[src/rtl/pipe_stage_elastic.sv]
// Two-entry elastic pipeline stage (main + skid register) with flush, occupancy
// reporting and a saturating counter of cycles where the output presents nothing.
module pipe_stage_elastic #(
    parameter int DATA_W     = 32,
    parameter int CTRL_W     = 16,
    parameter int FLUSH_DATA = 1,
    parameter int CNT_W      = 16
) (
    input  logic              clk,
    input  logic              reset,
    input  logic              flush,
    input  logic              in_valid,
    output logic              in_ready,
    input  logic [DATA_W-1:0] in_data,
    input  logic [CTRL_W-1:0] in_ctrl,
    output logic              out_valid,
    input  logic              out_ready,
    output logic [DATA_W-1:0] out_data,
    output logic [CTRL_W-1:0] out_ctrl,
    output logic [1:0]        occupancy,
    input  logic              cnt_clr,
    output logic [CNT_W-1:0]  bubble_cnt
);

    logic              r_m_valid;
    logic [DATA_W-1:0] r_m_data;
    logic [CTRL_W-1:0] r_m_ctrl;
    logic              r_s_valid;
    logic [DATA_W-1:0] r_s_data;
    logic [CTRL_W-1:0] r_s_ctrl;
    logic [CNT_W-1:0]  r_bubble_cnt;

    logic              w_in_fire;
    logic              w_out_fire;
    logic              w_m_valid_nxt;
    logic [DATA_W-1:0] w_m_data_nxt;
    logic [CTRL_W-1:0] w_m_ctrl_nxt;
    logic              w_s_valid_nxt;
    logic [DATA_W-1:0] w_s_data_nxt;
    logic [CTRL_W-1:0] w_s_ctrl_nxt;
    logic [CNT_W-1:0]  w_bubble_nxt;

    // Next-state for M and S; S only fills while M is stalled, so M-before-S order holds.
    always_comb begin
        w_in_fire     = in_valid & ~r_s_valid;
        w_out_fire    = r_m_valid & out_ready;
        w_m_valid_nxt = r_m_valid;
        w_m_data_nxt  = r_m_data;
        w_m_ctrl_nxt  = r_m_ctrl;
        w_s_valid_nxt = r_s_valid;
        w_s_data_nxt  = r_s_data;
        w_s_ctrl_nxt  = r_s_ctrl;
        if (flush) begin
            w_m_valid_nxt = 1'b0;
            w_s_valid_nxt = 1'b0;
            w_m_ctrl_nxt  = {CTRL_W{1'b0}};
            w_s_ctrl_nxt  = {CTRL_W{1'b0}};
            if (FLUSH_DATA != 0) begin
                w_m_data_nxt = {DATA_W{1'b0}};
                w_s_data_nxt = {DATA_W{1'b0}};
            end else begin
                w_m_data_nxt = r_m_data;
                w_s_data_nxt = r_s_data;
            end
        end else if (w_out_fire | ~r_m_valid) begin
            if (r_s_valid) begin
                w_m_valid_nxt = 1'b1;
                w_m_data_nxt  = r_s_data;
                w_m_ctrl_nxt  = r_s_ctrl;
                w_s_valid_nxt = 1'b0;
            end else if (w_in_fire) begin
                w_m_valid_nxt = 1'b1;
                w_m_data_nxt  = in_data;
                w_m_ctrl_nxt  = in_ctrl;
            end else begin
                w_m_valid_nxt = 1'b0;
            end
        end else if (w_in_fire) begin
            w_s_valid_nxt = 1'b1;
            w_s_data_nxt  = in_data;
            w_s_ctrl_nxt  = in_ctrl;
        end else begin
            w_s_valid_nxt = r_s_valid;
        end
    end

    // Bubble counter next value: clear wins, otherwise saturating increment on empty output.
    always_comb begin
        w_bubble_nxt = r_bubble_cnt;
        if (cnt_clr) begin
            w_bubble_nxt = {CNT_W{1'b0}};
        end else if (~r_m_valid & ~flush & ~(&r_bubble_cnt)) begin
            w_bubble_nxt = r_bubble_cnt + {{(CNT_W-1){1'b0}}, 1'b1};
        end else begin
            w_bubble_nxt = r_bubble_cnt;
        end
    end

    // State registers, updated on the falling clock edge.
    always_ff @(negedge clk or negedge reset) begin
        if (!reset) begin
            r_m_valid    <= 1'b0;
            r_m_data     <= {DATA_W{1'b0}};
            r_m_ctrl     <= {CTRL_W{1'b0}};
            r_s_valid    <= 1'b0;
            r_s_data     <= {DATA_W{1'b0}};
            r_s_ctrl     <= {CTRL_W{1'b0}};
            r_bubble_cnt <= {CNT_W{1'b0}};
        end else begin
            r_m_valid    <= w_m_valid_nxt;
            r_m_data     <= w_m_data_nxt;
            r_m_ctrl     <= w_m_ctrl_nxt;
            r_s_valid    <= w_s_valid_nxt;
            r_s_data     <= w_s_data_nxt;
            r_s_ctrl     <= w_s_ctrl_nxt;
            r_bubble_cnt <= w_bubble_nxt;
        end
    end

    assign out_valid  = r_m_valid;
    assign out_data   = r_m_data;
    assign out_ctrl   = r_m_ctrl;
    assign in_ready   = ~r_s_valid;
    assign occupancy  = {1'b0, r_m_valid} + {1'b0, r_s_valid};
    assign bubble_cnt = r_bubble_cnt;

endmodule

[config.mk]
export PLATFORM = sky130hd
export DESIGN_NAME = pipe_stage_elastic
export DESIGN_NICKNAME = d
export VERILOG_FILES = /design/src/rtl/pipe_stage_elastic.sv
export SDC_FILE = /design/constraint.sdc
export NUM_CORES = 1
export LEC_CHECK = 0
export ABC_AREA = 1
export CAP_MARGIN = 20
export CELL_PAD_IN_SITES_DETAIL_PLACEMENT = 0
export CELL_PAD_IN_SITES_GLOBAL_PLACEMENT = 1
export CORE_UTILIZATION = 40
export DETAILED_ROUTE_END_ITERATION = 8
export PLACE_DENSITY_LB_ADDON = 0.1
export SETUP_SLACK_MARGIN = 0.1
export SLEW_MARGIN = 20
export SYNTH_ARGS = -nofsm -noshare
export SYNTH_HDL_FRONTEND = slang
export SYNTH_SLANG_ARGS = --single-unit
[constraint.sdc]
create_clock -name clk -period 4.02 [get_ports clk]
set_input_delay 0.804 -clock clk [delete_from_list [all_inputs] [get_ports clk]]
set_output_delay 0.804 -clock clk [all_outputs]
set_load 0.02 [all_outputs]
-- Word-level counts from Yosys, hierarchy flattened
Index checks and enable logic that the tools add are counted.
- flip-flop bits (word level): 114
- latch bits: 0
- memory bits (writable): 0
- bits in read-only memories: 0
- bits of input ports: 54
- output and inout port bits: 68
- word-level logic and storage cells: 48
- memories kept: 0
- add/subtract/negate cells: 2
- $mul: 0
- div/mod/pow operators: 0
- magnitude comparators: 0
- equal/unequal tests: 1
- shift operators: 0
- mux-type cells: 21
- bitwise operators: 9
- reduce and logical (&&, ||, !) cells: 8
- operator list (operator ; count):
    $mux W32 ; 6
    $mux W16 ; 8
    $add A16 B1 Y16 const B ; 1
    $reduce_and A16 Y1 ; 1
    $mux W1 ; 7
    $reduce_bool A2 Y1 ; 3
    $reduce_bool A3 Y1 ; 2
    $and A1 B1 Y1 ; 4
    $not A1 Y1 ; 4
    $reduce_and A2 Y1 ; 2
    $add A1 B1 Y2 ; 1
    $ne A2 B2 Y1 const B ; 1
    $or A1 B1 Y1 ; 1

-- Longest topological paths before layout
Gate-level depths: netlist (run 1).
- depth after elaboration: 6
- mapped depth: 10
- depth with buffers taken out: 9

==> results of run 1 <==
-- cell families (layout without fill, tap and decap cells) --
family / count (synthesis) / count (layout)
simple gates: 210 / 210
buf+inv: 157 / 310
fa+ha+maj: 2 / 2
flops: 114 / 114
xor+xnor: 2 / 2
compound gates: 157 / 157
-- cell type report --
type                            count  share of cell area
Sequential cell                   114               0.382
Multi-Input combinational cell    371               0.249
Timing Repair Buffer              163               0.202
Clock buffer                       24              0.0685
Inverter                          118              0.0593
Tap cell                          172              0.0288
Clock inverter                      5              0.0101
-- where the power goes --
part	switching, mW	leakage [nW]	internal [mW]	total (mW)
logic	0.222	1.89	0.165	0.387
registers	0.0328	1.55	1.21	1.24
clock network	0.496	0.294	0.996	1.49
total	0.751	3.74	2.37	3.12
-- cell usage after synthesis --
library cell | n | share of area
dfrtn_1 | 114 | 0.54
nand3_1 | 64 | 0.060
nand4_1 | 11 | 0.013
nand3b_1 | 1 | 0.0014
xor2_1 | 2 | 0.0033
nor3b_1 | 1 | 0.0014
nor2_1 | 44 | 0.031
ha_1 | 2 | 0.0047
buf_6 | 1 | 0.0021
a21oi_1 | 28 | 0.026
clkbuf_1 | 21 | 0.015
nand2_4 | 1 | 0.0021
buf_2 | 13 | 0.012
nand2_1 | 83 | 0.059
o21ai_1 | 6 | 0.0057
nor2_4 | 5 | 0.011
inv_1 | 118 | 0.084
o22ai_1 | 48 | 0.057
buf_1 | 4 | 0.0028
o21ai_0 | 75 | 0.071
-- flip-flops by register name, indices dropped and copies added (netlist names) --
register	cells
r_s_data	32
out_ctrl	16
bubble_cnt	16
r_s_ctrl	16
out_data	32
out_valid	1
r_s_valid	1
-- layer usage --
layer | wire length (um) | GRT usage | vias to the layer above
li1 | - | - | 2388
met1 | 6700 | 0.305 | 2289
met2 | 6570 | 0.360 | 164
met3 | 777 | 0.0484 | 27
met4 | 274 | 0.0996 | 0
met5 | 0 | 0 | -
-- final timing paths --
check,cells past startpoint,to
min,2,r_s_data[18]
min reg2reg,2,r_s_data[18]
min in group asynchronous,1,bubble_cnt[13]
max,2,occupancy[0]
max in group asynchronous,2,r_s_data[14]
max reg2reg,8,r_s_ctrl[2]
-- critical path, delay by kind of cell (launching register included) --
kind                       cells  cell delay, ns
DFF                            1            0.43
adders and majority gates      1            0.27
buffers and inverters          1            0.14
-- what timing repair did --
| action | in CTS | in global routing |
|---|---|---|
| setup buffers | 2 | 0 |
| pin swaps | 1 | 0 |
| gates resized for setup | 219 | 31 |
| endpoints found under the setup margin | 68 | 42 |
| hold buffers | 0 | 0 |
-- through the flow --
| step | TNS (ns) | setup slack (ns) | instances | cell area [um^2] | hold WS (ns) |
|---|---|---|---|---|---|
| after global placement | -14.79 | -0.185 | 936 | 7030 | 0.451 |
| after global routing | -0.0907 | -0.0490 | 967 | 7470 | 0.482 |
| after detailed placement | -14.92 | -0.185 | 936 | 7030 | 0.456 |
| after CTS | -0.0522 | -0.0331 | 967 | 7640 | 0.459 |
| after floorplan | 0 | 0.157 | 642 | 5300 | 0.436 |
| final | -0.0269 | -0.0247 | 967 | 7470 | 0.457 |
==> flow_summary.toml, run 1 <==
[status]
status = "finished, violations left"
failed_checks = "setup timing"

[cts]
numCtsBuffers = 17
clk_pin_slew_ns = 0.04
cts_buffer_depth = 2
cts_sinks = 114
cts_max_level = 4
cts_root_buf = "clkbuf_16"
cts_tree = "built"
clk_latency_ns = 0.39

[sta]
clock_skew_ns = 0.00687
setup_viol = 2
drv_slew = 0
rsz0062_at_grt = "yes"
worstMarginPinSlew_ns = 0.505
maxSlewHeadroom = 0.663
setup_ws_ns = -0.0247
finalHoldViolCount = 0

[routing]
ant_nets = 0
dr.pass1.iters = 5
drt_iter0_drc = 298
via_count = 4868
drt-vias-per-instance = 5.03
drc = 0
wl_mm = 14.3
wl_per_cell_um = 14.8

[global_routing]
grt_overflow_total = 0
grt_usage = 0.229
first_global_vias = 4958
antenna_found_initial = 0
grt_pass1_wl_mm = 23.8
grt_max_degree = 47

[layout]
diodes = 0
final_layout_size_suffix_gt1_frac = 0.191
fill_cells = 1173
area_growth_pct = 40.9
most-common-layout-cells = "inv_1, dfrtn_1, nand2_1"
final_nets = 841
utilization = 0.585
regArea_um2 = 2850
multi_input_area_um2 = 1860
final_common_cell = "inv_1"

[worst_setup_path]
cp-start-kind = "flop"
crit_fanout = 2
setup.worst_path.start = "r_s_valid"
crit_arrival_ns = 3.24
crit_type = "flop to output pin"
max_stage_delay_ns = 0.43
r2r-start = "r_s_valid"
end_kind = "output pin"
cp_data_required_time_ns = 3.22
crit_chain = "ha_1 > buf_6"
worst_path_max_delay_cell = "dfrtn_1"
r2r_slack_ns = 2.21

[logic_synthesis]
ys_seq_area_frac = 0.538
synthAdderAreaFrac = 0.00472
synth_cells = 642
synth_seq_cells = 114
synth-simple-area-share = 0.179
synthMuxAreaShare = 0
synth_compound_area_frac = 0.160
syn_avg_cell_area_um2 = 8.26
synth_xor_xnor_area_share = 0.00330
synth_nets = 698
yosysUniqueCellTypes = 20
synth_top_family_by_area = "simple AND/OR/NAND/NOR gates"
syn_area_um2 = 5300
yosysWarnings = 0

[pwr]
ir_worst_vdd_mv = 0.231
finalPower_mw = 3.12
p_leak_nw = 3.74
power_density_nw_per_um2 = 418

[flow_run]
drv_cap = 0

[place]
io_buffers = 121
hpwl_mm = 9.44
place_congestion = 0.824

[floorplan]
ios = 122
die_h_um = 117
die_area_um2 = 13700
chipWidth_um = 117
initial_utilization = 0.415
row_count = 41
coreArea_um2 = 12800

[hold_path]
hold_class = "flop to flop"
min-delay-start = "r_s_data[18]"
Power figures use the tool's default switching activity.
==> inputs of run 2 (changes only) <==
CORE_UTILIZATION = 25   (was 40)
TNS_END_PERCENT = 5   (was default)
==> run 2 against run 1 <==
Effect of this change:
- critical path depth did not move
- critical path type unchanged
- cell count up 10%
- the run still ends with setup timing left
- total power decreased by 4.2%
- largest cell class unchanged
- count of clock-buffer cells in the layout decreased by 5
==> flow_summary.toml, run 2 (synthesized netlist as in run 1, its figures left out) <==
[layout]
area_growth_pct = 41.7
utilization = 0.367
final_common_cell = "inv_1"
final_layout_size_suffix_gt1_frac = 0.195
diodes = 0
fill_cells = 2155
final_nets = 841
most-common-layout-cells = "inv_1, dfrtn_1, nand2_1"

[sta]
finalSetupTns_ns = -0.110
rsz0062_at_grt = "yes"
finalHoldViolCount = 0
hold_ws_ns = 0.456
clock_skew_ns = 0.00687
drv_slew = 0
worstMarginPinSlew_ns = 0.578
setup_ws_ns = -0.0874
setup_viol = 2
maxSlewHeadroom = 0.615

[cts]
clk_latency_ns = 0.39
clk_pin_slew_ns = 0.04
cts_sinks = 114
cts_max_level = 4
cts_buffer_depth = 2
cts_root_buf = "clkbuf_16"
numCtsBuffers = 17
postCtsSetupBuffers = 0
cts_tree = "built"

[place]
pre_cts_slack_ns = -0.240
io_buffers = 121
place_congestion = 0.763
hpwl_mm = 10.8

[pwr]
ir_worst_vdd_mv = 0.276
finalPower_mw = 2.99
p_leak_nw = 3.67
power_density_nw_per_um2 = 398

[global_routing]
grt_max_degree = 72
antenna_found_initial = 0
grt_usage = 0.155
grt_pass1_wl_mm = 26.3
grt_overflow_total = 0
first_global_vias = 4950

[routing]
via_count = 4771
wl_mm = 16.0
dr.pass1.iters = 4
drt_iter0_drc = 186
drc = 0
wl_per_cell_um = 15.0
drt-vias-per-instance = 4.47
ant_nets = 0

[worst_setup_path]
r2r-start = "r_s_valid"
worst_path_max_delay_cell = "dfrtn_1"
cp-start-kind = "flop"
crit_type = "flop to output pin"
crit_arrival_ns = 3.30
crit_fanout = 3
setup.worst_path.start = "r_s_valid"
max_stage_delay_ns = 0.53
cp_data_required_time_ns = 3.22
end_kind = "output pin"
crit_chain = "ha_4 > buf_6"

[floorplan]
chipWidth_um = 148
initial_utilization = 0.259
die_h_um = 148
row_count = 52
ios = 122
die_area_um2 = 21800
coreArea_um2 = 20500

[hold_path]
hold_class = "flop to flop"
min-delay-start = "r_s_data[15]"

[status]
status = "finished, violations left"
failed_checks = "setup timing"

[flow_run]
drv_cap = 0
-- run 2: cell type report --
type,count,area [um^2],area share
inverter,118,445,0.0593
clock inverter,13,90.1,0.0120
clock buffer,19,443,0.0589
timing repair buffer,163,1470,0.196
sequential,114,2850,0.380
multi-input combinational,371,1870,0.249
tap,270,338,0.0450
-- run 2: through the flow --
| step | area [um^2] | instances |
|---|---|---|
| detailed placement | 7100 | 1036 |
| global placement | 7100 | 1036 |
| CTS | 7610 | 1068 |
| finish | 7510 | 1068 |
| global route | 7510 | 1068 |
| floorplan | 5300 | 642 |
-- run 2: timing repair --
item	4_1_cts	5_1_grt
endpoints found under the hold margin	0	0
pin swaps	1	1
resized for setup	237	22
hold buffers	0	0
setup endpoints to repair	68	73
-- run 2: report_power, final --
part	switching [mW]	total, mW	internal (mW)
logic	0.226	0.389	0.163
registers	0.0337	1.24	1.21
clock network	0.560	1.36	0.799
-- run 2: worst paths after layout --
kind / to / cells past startpoint / slack [ns]
setup / recovery: occupancy[0] / 2 / -0.09
hold / removal: r_s_data[15] / 2 / 0.46
setup reg to reg: r_s_ctrl[4] / 7 / 2.10
hold reg to reg: r_s_data[15] / 2 / 0.46
max in group asynchronous: out_ctrl[15] / 2 / 1.16
min in group asynchronous: bubble_cnt[14] / 2 / 2.29
-- run 2: critical path, delay by kind of cell (launching register included) --
family	cells	cell delay, ns
buf+inv	1	0.13
flops	1	0.53
fa+ha+maj	1	0.25
-- run 2: per-layer routing --
metal / part of all wire / global-route usage
met4: 0.010 / 0.0500
met2: 0.46 / 0.242
met1: 0.49 / 0.214
met5: 0 / 0
met3: 0.040 / 0.0312
